### src/rtl/hazard_unit_pkg.sv
// Shared types and constants for the 5-stage pipeline hazard controller.
// Forward-select encodings match the execute-stage operand mux select inputs.
package hazard_unit_pkg;

   typedef enum logic [1:0] {
      FWD_RF = 2'b00,
      FWD_W  = 2'b01,
      FWD_M  = 2'b10
   } fwd_sel_t;

   typedef enum logic [1:0] {
      RUN      = 2'd0,
      MEM_WAIT = 2'd1,
      ERROR    = 2'd2
   } haz_state_t;

   localparam logic [3:0] PC_REG = 4'd15;

   // The memory stage holds the younger result, so it wins over writeback.
   function automatic fwd_sel_t fwd_pick(input logic hit_m, input logic hit_w);
      fwd_sel_t sel;
      if (hit_m) begin
         sel = FWD_M;
      end else if (hit_w) begin
         sel = FWD_W;
      end else begin
         sel = FWD_RF;
      end
      return sel;
   endfunction

endpackage

### src/rtl/hazard_unit_sat_counter.sv
// Saturating up-counter used for the hazard performance counters.
// Holds at all-ones; a clear takes priority over an increment.
module sat_counter #(
   parameter int WIDTH = 16
) (
   input  logic             clk,
   input  logic             rst_n,
   input  logic             inc_i,
   input  logic             clear_i,
   output logic [WIDTH-1:0] count_o
);

   logic [WIDTH-1:0] count_q;
   logic [WIDTH-1:0] count_d;

   always_comb begin
      count_d = count_q;
      if (clear_i) begin
         count_d = '0;
      end else if (inc_i && (count_q != {WIDTH{1'b1}})) begin
         count_d = count_q + WIDTH'(1);
      end
   end

   // NOTE: state is updated with non-blocking (<=) so every flop samples pre-edge values.
   always_ff @(posedge clk or negedge rst_n) begin
      if (!rst_n) begin
         count_q <= '0;
      end else begin
         count_q <= count_d;
      end
   end

   assign count_o = count_q;

endmodule

### src/rtl/hazard_unit.sv
// Pipeline hazard controller: operand forwarding, load-use and PC-write stalls,
// branch flushes, data-memory wait freeze with timeout, and performance counters.
module hazard_unit
   import hazard_unit_pkg::*;
#(
   parameter int REG_ADDR_W  = 4,
   parameter int NUM_SRC     = 3,
   parameter int MEM_TIMEOUT = 255,
   parameter int CNT_W       = 16
) (
   input  logic                          clk,
   input  logic                          reset,
   input  logic [NUM_SRC*REG_ADDR_W-1:0] ra_d,
   input  logic [NUM_SRC-1:0]            src_valid_d,
   input  logic [NUM_SRC*REG_ADDR_W-1:0] ra_e,
   input  logic [NUM_SRC-1:0]            src_valid_e,
   input  logic [REG_ADDR_W-1:0]         wa_e,
   input  logic [REG_ADDR_W-1:0]         wa_m,
   input  logic [REG_ADDR_W-1:0]         wa_w,
   input  logic                          regwrite_e,
   input  logic                          regwrite_m,
   input  logic                          regwrite_w,
   input  logic                          memtoreg_e,
   input  logic                          pcsrc_d,
   input  logic                          pcsrc_e,
   input  logic                          pcsrc_m,
   input  logic                          pcsrc_w,
   input  logic                          branch_taken_e,
   input  logic                          mem_req_m,
   input  logic                          mem_ready,
   output logic [NUM_SRC*2-1:0]          forward_e,
   output logic                          stall_f,
   output logic                          stall_d,
   output logic                          stall_e,
   output logic                          stall_m,
   output logic                          stall_w,
   output logic                          flush_d,
   output logic                          flush_e,
   output logic                          mem_err,
   output logic [CNT_W-1:0]              stall_cnt,
   output logic [CNT_W-1:0]              flush_cnt
);

   localparam int WAIT_W = (MEM_TIMEOUT < 2) ? 1 : $clog2(MEM_TIMEOUT + 1);
   localparam logic [REG_ADDR_W-1:0] PC_ADDR  = REG_ADDR_W'(PC_REG);
   localparam logic [WAIT_W-1:0]     WAIT_MAX = WAIT_W'(MEM_TIMEOUT);

   logic [NUM_SRC*2-1:0] fwd_raw;
   logic [NUM_SRC-1:0]   ldr_hit;
   logic                 ldr_stall;
   logic                 pc_pend;
   logic                 mem_busy;
   logic                 freeze;

   haz_state_t           state_q, state_d;
   logic [WAIT_W-1:0]    wait_q, wait_d;
   logic                 err_q, err_d;

   for (genvar g = 0; g < NUM_SRC; g++) begin : g_src
      logic [REG_ADDR_W-1:0] ra_ex;
      logic [REG_ADDR_W-1:0] ra_dc;
      logic                  use_e;
      logic                  hit_m;
      logic                  hit_w;
      fwd_sel_t              sel;

      assign ra_ex = ra_e[g*REG_ADDR_W +: REG_ADDR_W];
      assign ra_dc = ra_d[g*REG_ADDR_W +: REG_ADDR_W];

      // R15 reads the architectural PC+8, never a forwarded result.
      assign use_e = src_valid_e[g] && (ra_ex != PC_ADDR);
      assign hit_m = use_e && regwrite_m && (ra_ex == wa_m);
      assign hit_w = use_e && regwrite_w && (ra_ex == wa_w);
      assign sel   = fwd_pick(hit_m, hit_w);

      assign fwd_raw[2*g +: 2] = sel;
      assign ldr_hit[g] = src_valid_d[g] && (ra_dc == wa_e) && (ra_dc != PC_ADDR);
   end

   assign forward_e = reset ? fwd_raw : '0;
   assign ldr_stall = memtoreg_e & regwrite_e & (|ldr_hit);
   assign pc_pend   = pcsrc_d | pcsrc_e | pcsrc_m;
   assign mem_busy  = mem_req_m & ~mem_ready;
   assign freeze    = mem_busy | (state_q == ERROR);

   always_comb begin
      state_d = state_q;
      wait_d  = wait_q;
      err_d   = err_q;
      case (state_q)
         RUN: begin
            if (mem_busy) begin
               state_d = MEM_WAIT;
               wait_d  = WAIT_W'(1);
            end
         end
         MEM_WAIT: begin
            if (mem_ready) begin
               state_d = RUN;
               wait_d  = '0;
            end else if (wait_q == WAIT_MAX) begin
               state_d = ERROR;
               err_d   = 1'b1;
            end else if (mem_busy) begin
               wait_d = wait_q + WAIT_W'(1);
            end else begin
               state_d = RUN;
               wait_d  = '0;
            end
         end
         ERROR: begin
            state_d = ERROR;
         end
         default: begin
            state_d = RUN;
            wait_d  = '0;
         end
      endcase
   end

   always_ff @(posedge clk or negedge reset) begin
      if (!reset) begin
         state_q <= RUN;
         wait_q  <= '0;
         err_q   <= 1'b0;
      end else begin
         state_q <= state_d;
         wait_q  <= wait_d;
         err_q   <= err_d;
      end
   end

   assign mem_err = err_q;

   always_comb begin
      // NOTE: every output gets a default first, so no branch can infer a latch.
      stall_f = 1'b0;
      stall_d = 1'b0;
      stall_e = 1'b0;
      stall_m = 1'b0;
      stall_w = 1'b0;
      flush_d = 1'b0;
      flush_e = 1'b0;
      if (!reset) begin
         flush_d = 1'b1;
         flush_e = 1'b1;
      end else if (freeze) begin
         // Branch flush is deferred: the frozen E register keeps branch_taken_e alive.
         stall_f = 1'b1;
         stall_d = 1'b1;
         stall_e = 1'b1;
         stall_m = 1'b1;
         stall_w = 1'b1;
      end else begin
         stall_f = ldr_stall | pc_pend;
         stall_d = ldr_stall & ~branch_taken_e;
         flush_d = pc_pend | pcsrc_w | branch_taken_e;
         flush_e = ldr_stall | branch_taken_e;
      end
   end

   sat_counter #(
      .WIDTH (CNT_W)
   ) u_stall_cnt (
      .clk     (clk),
      .rst_n   (reset),
      .inc_i   (stall_f),
      .clear_i (1'b0),
      .count_o (stall_cnt)
   );

   sat_counter #(
      .WIDTH (CNT_W)
   ) u_flush_cnt (
      .clk     (clk),
      .rst_n   (reset),
      .inc_i   (flush_d & reset),
      .clear_i (1'b0),
      .count_o (flush_cnt)
   );

endmodule

### config.mk
export PLATFORM = sky130hd
export DESIGN_NAME = hazard_unit
export DESIGN_NICKNAME = d
export VERILOG_FILES = /design/src/rtl/hazard_unit_pkg.sv /design/src/rtl/hazard_unit_sat_counter.sv /design/src/rtl/hazard_unit.sv
export SDC_FILE = /design/constraint.sdc
export NUM_CORES = 1
export LEC_CHECK = 0
export ABC_CLOCK_PERIOD_IN_PS = 2150
export CAP_MARGIN = 20
export CORE_ASPECT_RATIO = 0.6
export CORE_UTILIZATION = 45
export CTS_CLUSTER_SIZE = 12
export DETAILED_ROUTE_END_ITERATION = 6
export DONT_BUFFER_PORTS = 1
export PLACE_DENSITY = 0.64
export REMOVE_ABC_BUFFERS = 1
export SLEW_MARGIN = 30
export SYNTH_ARGS = -nofsm -noshare
export SYNTH_HDL_FRONTEND = slang
export SYNTH_HIERARCHICAL = 1
export SYNTH_SLANG_ARGS = --single-unit
### constraint.sdc
create_clock -name clk -period 2.15 [get_ports clk]
set_input_delay 0.645 -clock clk [delete_from_list [all_inputs] [get_ports clk]]
set_output_delay 0.645 -clock clk [all_outputs]
set_load 0.05 [all_outputs]
==> results.cfg <==
[status]
outcome = complete, but fails checks
violations = negative setup slack

[synth]
syn_area_mm2 = 0.00315
yosysUniqueCellTypes = 51
synthesis.instances = 359
avgSynthCellArea_um2 = 8.79
seq_area_frac_synth = 0.341
synth_ff_type = dfrtp_1
yosysWarnings = 6
synth_edf_count = 0
ys_seq_elements = 43
synthArstFlopShare = 1.00

[critical_path]
worstRegToRegCells = 5
crit_path_top_delay_cell = or3_4
crit_buf_inv = 1
critPathArrivalTime_ns = 1.73
end_kind = primary output
cp.required_ns = 1.50
reg2reg_slack_ns = 0.05
path_cells = or3_4 -> nand3b_1 -> a21oi_2 -> a21oi_4 -> buf_6
timing.rr.start = u_stall_cnt/count_o[1]
crit_path_start_kind = input pin
path_class = in2out
critPathTopFamily = simple AND/OR/NAND/NOR gates
rr_endpoint = u_stall_cnt/count_o[11]
cp_max_fo = 3
critPathMaxStageDelay_ns = 0.37

[routing]
wirelength_um = 9290
drtAntennaViolNets = 0
dr_total_vias = 3166
initialDrtViolationCount = 229
via_per_inst = 6.04
drc = 0
first_pass_iters = 4
routedWlPerCell_um = 17.7

[floorplanning]
die-area_mm2 = 0.00736
die_h_um = 66.9
core_area_mm2 = 0.00673
rows = 23
initial_core_util = 0.468
pin_count = 101
chipWidth_um = 110

[cts]
clockBufferDepth = 2
cts_root_buffer = clkbuf_16
cts_buffers = 5
cts_hold_buf = 0
clkTransAtPathRegs_ns = 0.06
ctsHtreeMaxLevel = 2
clock_sinks = 43
worst_skew_pair.late_latency_ns = 0.29
tritoncts = yes

[power]
p_per_area_mw_per_mm2 = 449
p_switching_uw = 545
power_frac_comb = 0.196
p_clk_frac = 0.384
p_leak_nw = 1.79
power.share.sequential = 0.420
vdd_drop_max_uv = 290
p_int_mw = 1.43
sw_frac_of_total = 0.275

[cells_and_area]
final_layout_size_suffix_gt1_frac = 0.366
multi_input_area_mm2 = 0.00232
fillers = 534
stdcell_count = 524
final_nets = 494
mostFrequentLayoutCells = 66 x buf_4, 43 x dfrtp_1, 27 x nand2_1, 27 x xnor2_1, 20 x nand3_1
area.growth.synth_to_final_pct = 39.7
antennaDiodeCount = 0
final_common_cell = buf_4
regArea_mm2 = 0.00108
finalInstanceArea_mm2 = 0.00441

[placed_design]
dpl.hpwl_um = 6300
placed_cell_area_mm2 = 0.00382
dp_cells = 505
gp_congestion = 0.819
io_buffers = 0

[timing]
hold_viol = 0
setup_violations = 8
fin_skew_ns = 0.00501
max_freq_mhz = 421
rsz0062_at_grt = true
fin_crit_ns = 2.38
period_share = 1.11
timing.final.ws_setup_ns = -0.228
final-max-slew-violation-count = 0

[global_routing]
grt_max_degree = 51
grt_usage = 0.245
grt.busiest_layer = met2
grt_pass1_wl_um = 13700
met3_usage = 0.0656
use_met2 = 0.375
grt-ovfl-total = 0
first_global_vias = 2864
antenna_found_initial = 0
met1_usage = 0.340

[job]
drv_cap = 0

[hold_path]
hold_path.class = in2async
## per-layer routing
metal	vias to the layer above	routed length, um
li1	1501	-
met1	1543	4310
met2	113	4260
met3	9	637
met4	0	84
met5	-	0
## worst max-delay path by stage
stage | start | to | slack (ns) | cells after the start
floorplan | mem_ready | flush_e | -2.46 | 3
global route | pcsrc_e | stall_f | -0.27 | 5
finish | pcsrc_e | stall_f | -0.23 | 5
CTS | wa_e[2] | flush_e | -0.17 | 6
detailed placement | wa_e[1] | u_stall_cnt/count_o[3] | -0.41 | 8
global placement | ra_d[1] | u_stall_cnt/count_o[3] | -0.36 | 8
## metrics by stage
step	setup slack [ns]	setup TNS, ns	utilization	total power, mW	hold WS (ns)
2_1_floorplan	-2.46	-33.06	-	1.05	0.349
3_3_place_gp	-0.356	-6.41	0.567	1.15	0.351
3_5_place_dp	-0.409	-7.98	0.567	1.15	0.351
4_1_cts	-0.165	-1.50	0.609	1.95	0.0346
5_1_grt	-0.268	-1.71	0.654	2.06	0.0260
6_report	-0.228	-0.899	0.654	1.98	0.0441
## cell usage after synthesis (2+ instances only)
master / number / area share
dfrtp_1: 43 / 0.34
xnor2_1: 34 / 0.094
a21oi_1: 30 / 0.048
nand2_1: 27 / 0.032
nand3_1: 21 / 0.033
nand4_1: 18 / 0.036
nor2_1: 15 / 0.018
o31ai_1: 15 / 0.036
nor4_1: 14 / 0.028
inv_1: 11 / 0.013
or4_1: 10 / 0.024
clkbuf_1: 9 / 0.011
nor2b_1: 9 / 0.018
mux2_1: 8 / 0.029
and3_1: 7 / 0.014
o21ai_1: 7 / 0.011
a31oi_1: 6 / 0.012
nor3_1: 6 / 0.0095
o21ai_0: 6 / 0.0095
or3_1: 6 / 0.012
and2_1: 5 / 0.0099
nand3b_1: 5 / 0.012
and4_2: 4 / 0.013
nand2b_1: 4 / 0.0079
or4_2: 4 / 0.011
ha_1: 3 / 0.012
a211oi_2: 2 / 0.0079
buf_4: 2 / 0.0048
buf_6: 2 / 0.0071
nand4_2: 2 / 0.0079
nor4_4: 2 / 0.013
o211ai_2: 2 / 0.0079
or3_2: 2 / 0.0048
## worst reg2reg max path: cells and delay by family (launching register included)
kind | cells | cell delay (ns)
buffers and inverters | 1 | 0.22
DFF | 1 | 0.36
muxes | 1 | 0.33
and+or+nand+nor | 3 | 1.07
## power by group through the flow
stage	Combinational, mW	Sequential, mW	Clock (mW)
after global routing	0.415	0.831	0.818
after global placement	0.302	0.844	0
after detailed placement	0.309	0.845	0
final	0.388	0.830	0.760
after floorplan	0.182	0.868	0
after CTS	0.331	0.830	0.786
## sequential cells by signal, indices dropped and copies added, names as in the netlist
register / flops
mem_err: 1
u_stall_cnt/count_o: 16
state_q: 2
u_flush_cnt/count_o: 16
wait_q: 8
## kinds of logic (layout without fill, tap and decap cells)
group | count (synthesis) | after routing | share of synthesized area
buf+inv | 25 | 100 | 0.0373
simple gates | 167 | 167 | 0.324
mux | 9 | 9 | 0.0317
xor+xnor | 34 | 34 | 0.0944
fa+ha+maj | 3 | 3 | 0.0119
compound gates | 77 | 77 | 0.158
flops | 43 | 43 | 0.341
other cells | 1 | 4 | 0.00119
## repair_timing
action                                  4_1_cts  5_1_grt
cloned                                        0        1
pin swaps                                     6       22
gates resized for setup                      22       44
buffers inserted                              2        8
endpoints found under the setup margin       17       29
## cell type report
class	count	area share
Inverter	11	0.00937
Multi-Input combinational cell	294	0.527
Tap cell	87	0.0247
Clock inverter	3	0.00454
Timing Repair Buffer	81	0.162
Sequential cell	43	0.244
Clock buffer	5	0.0284
No activity file was read; power rests on OpenSTA's default activity.
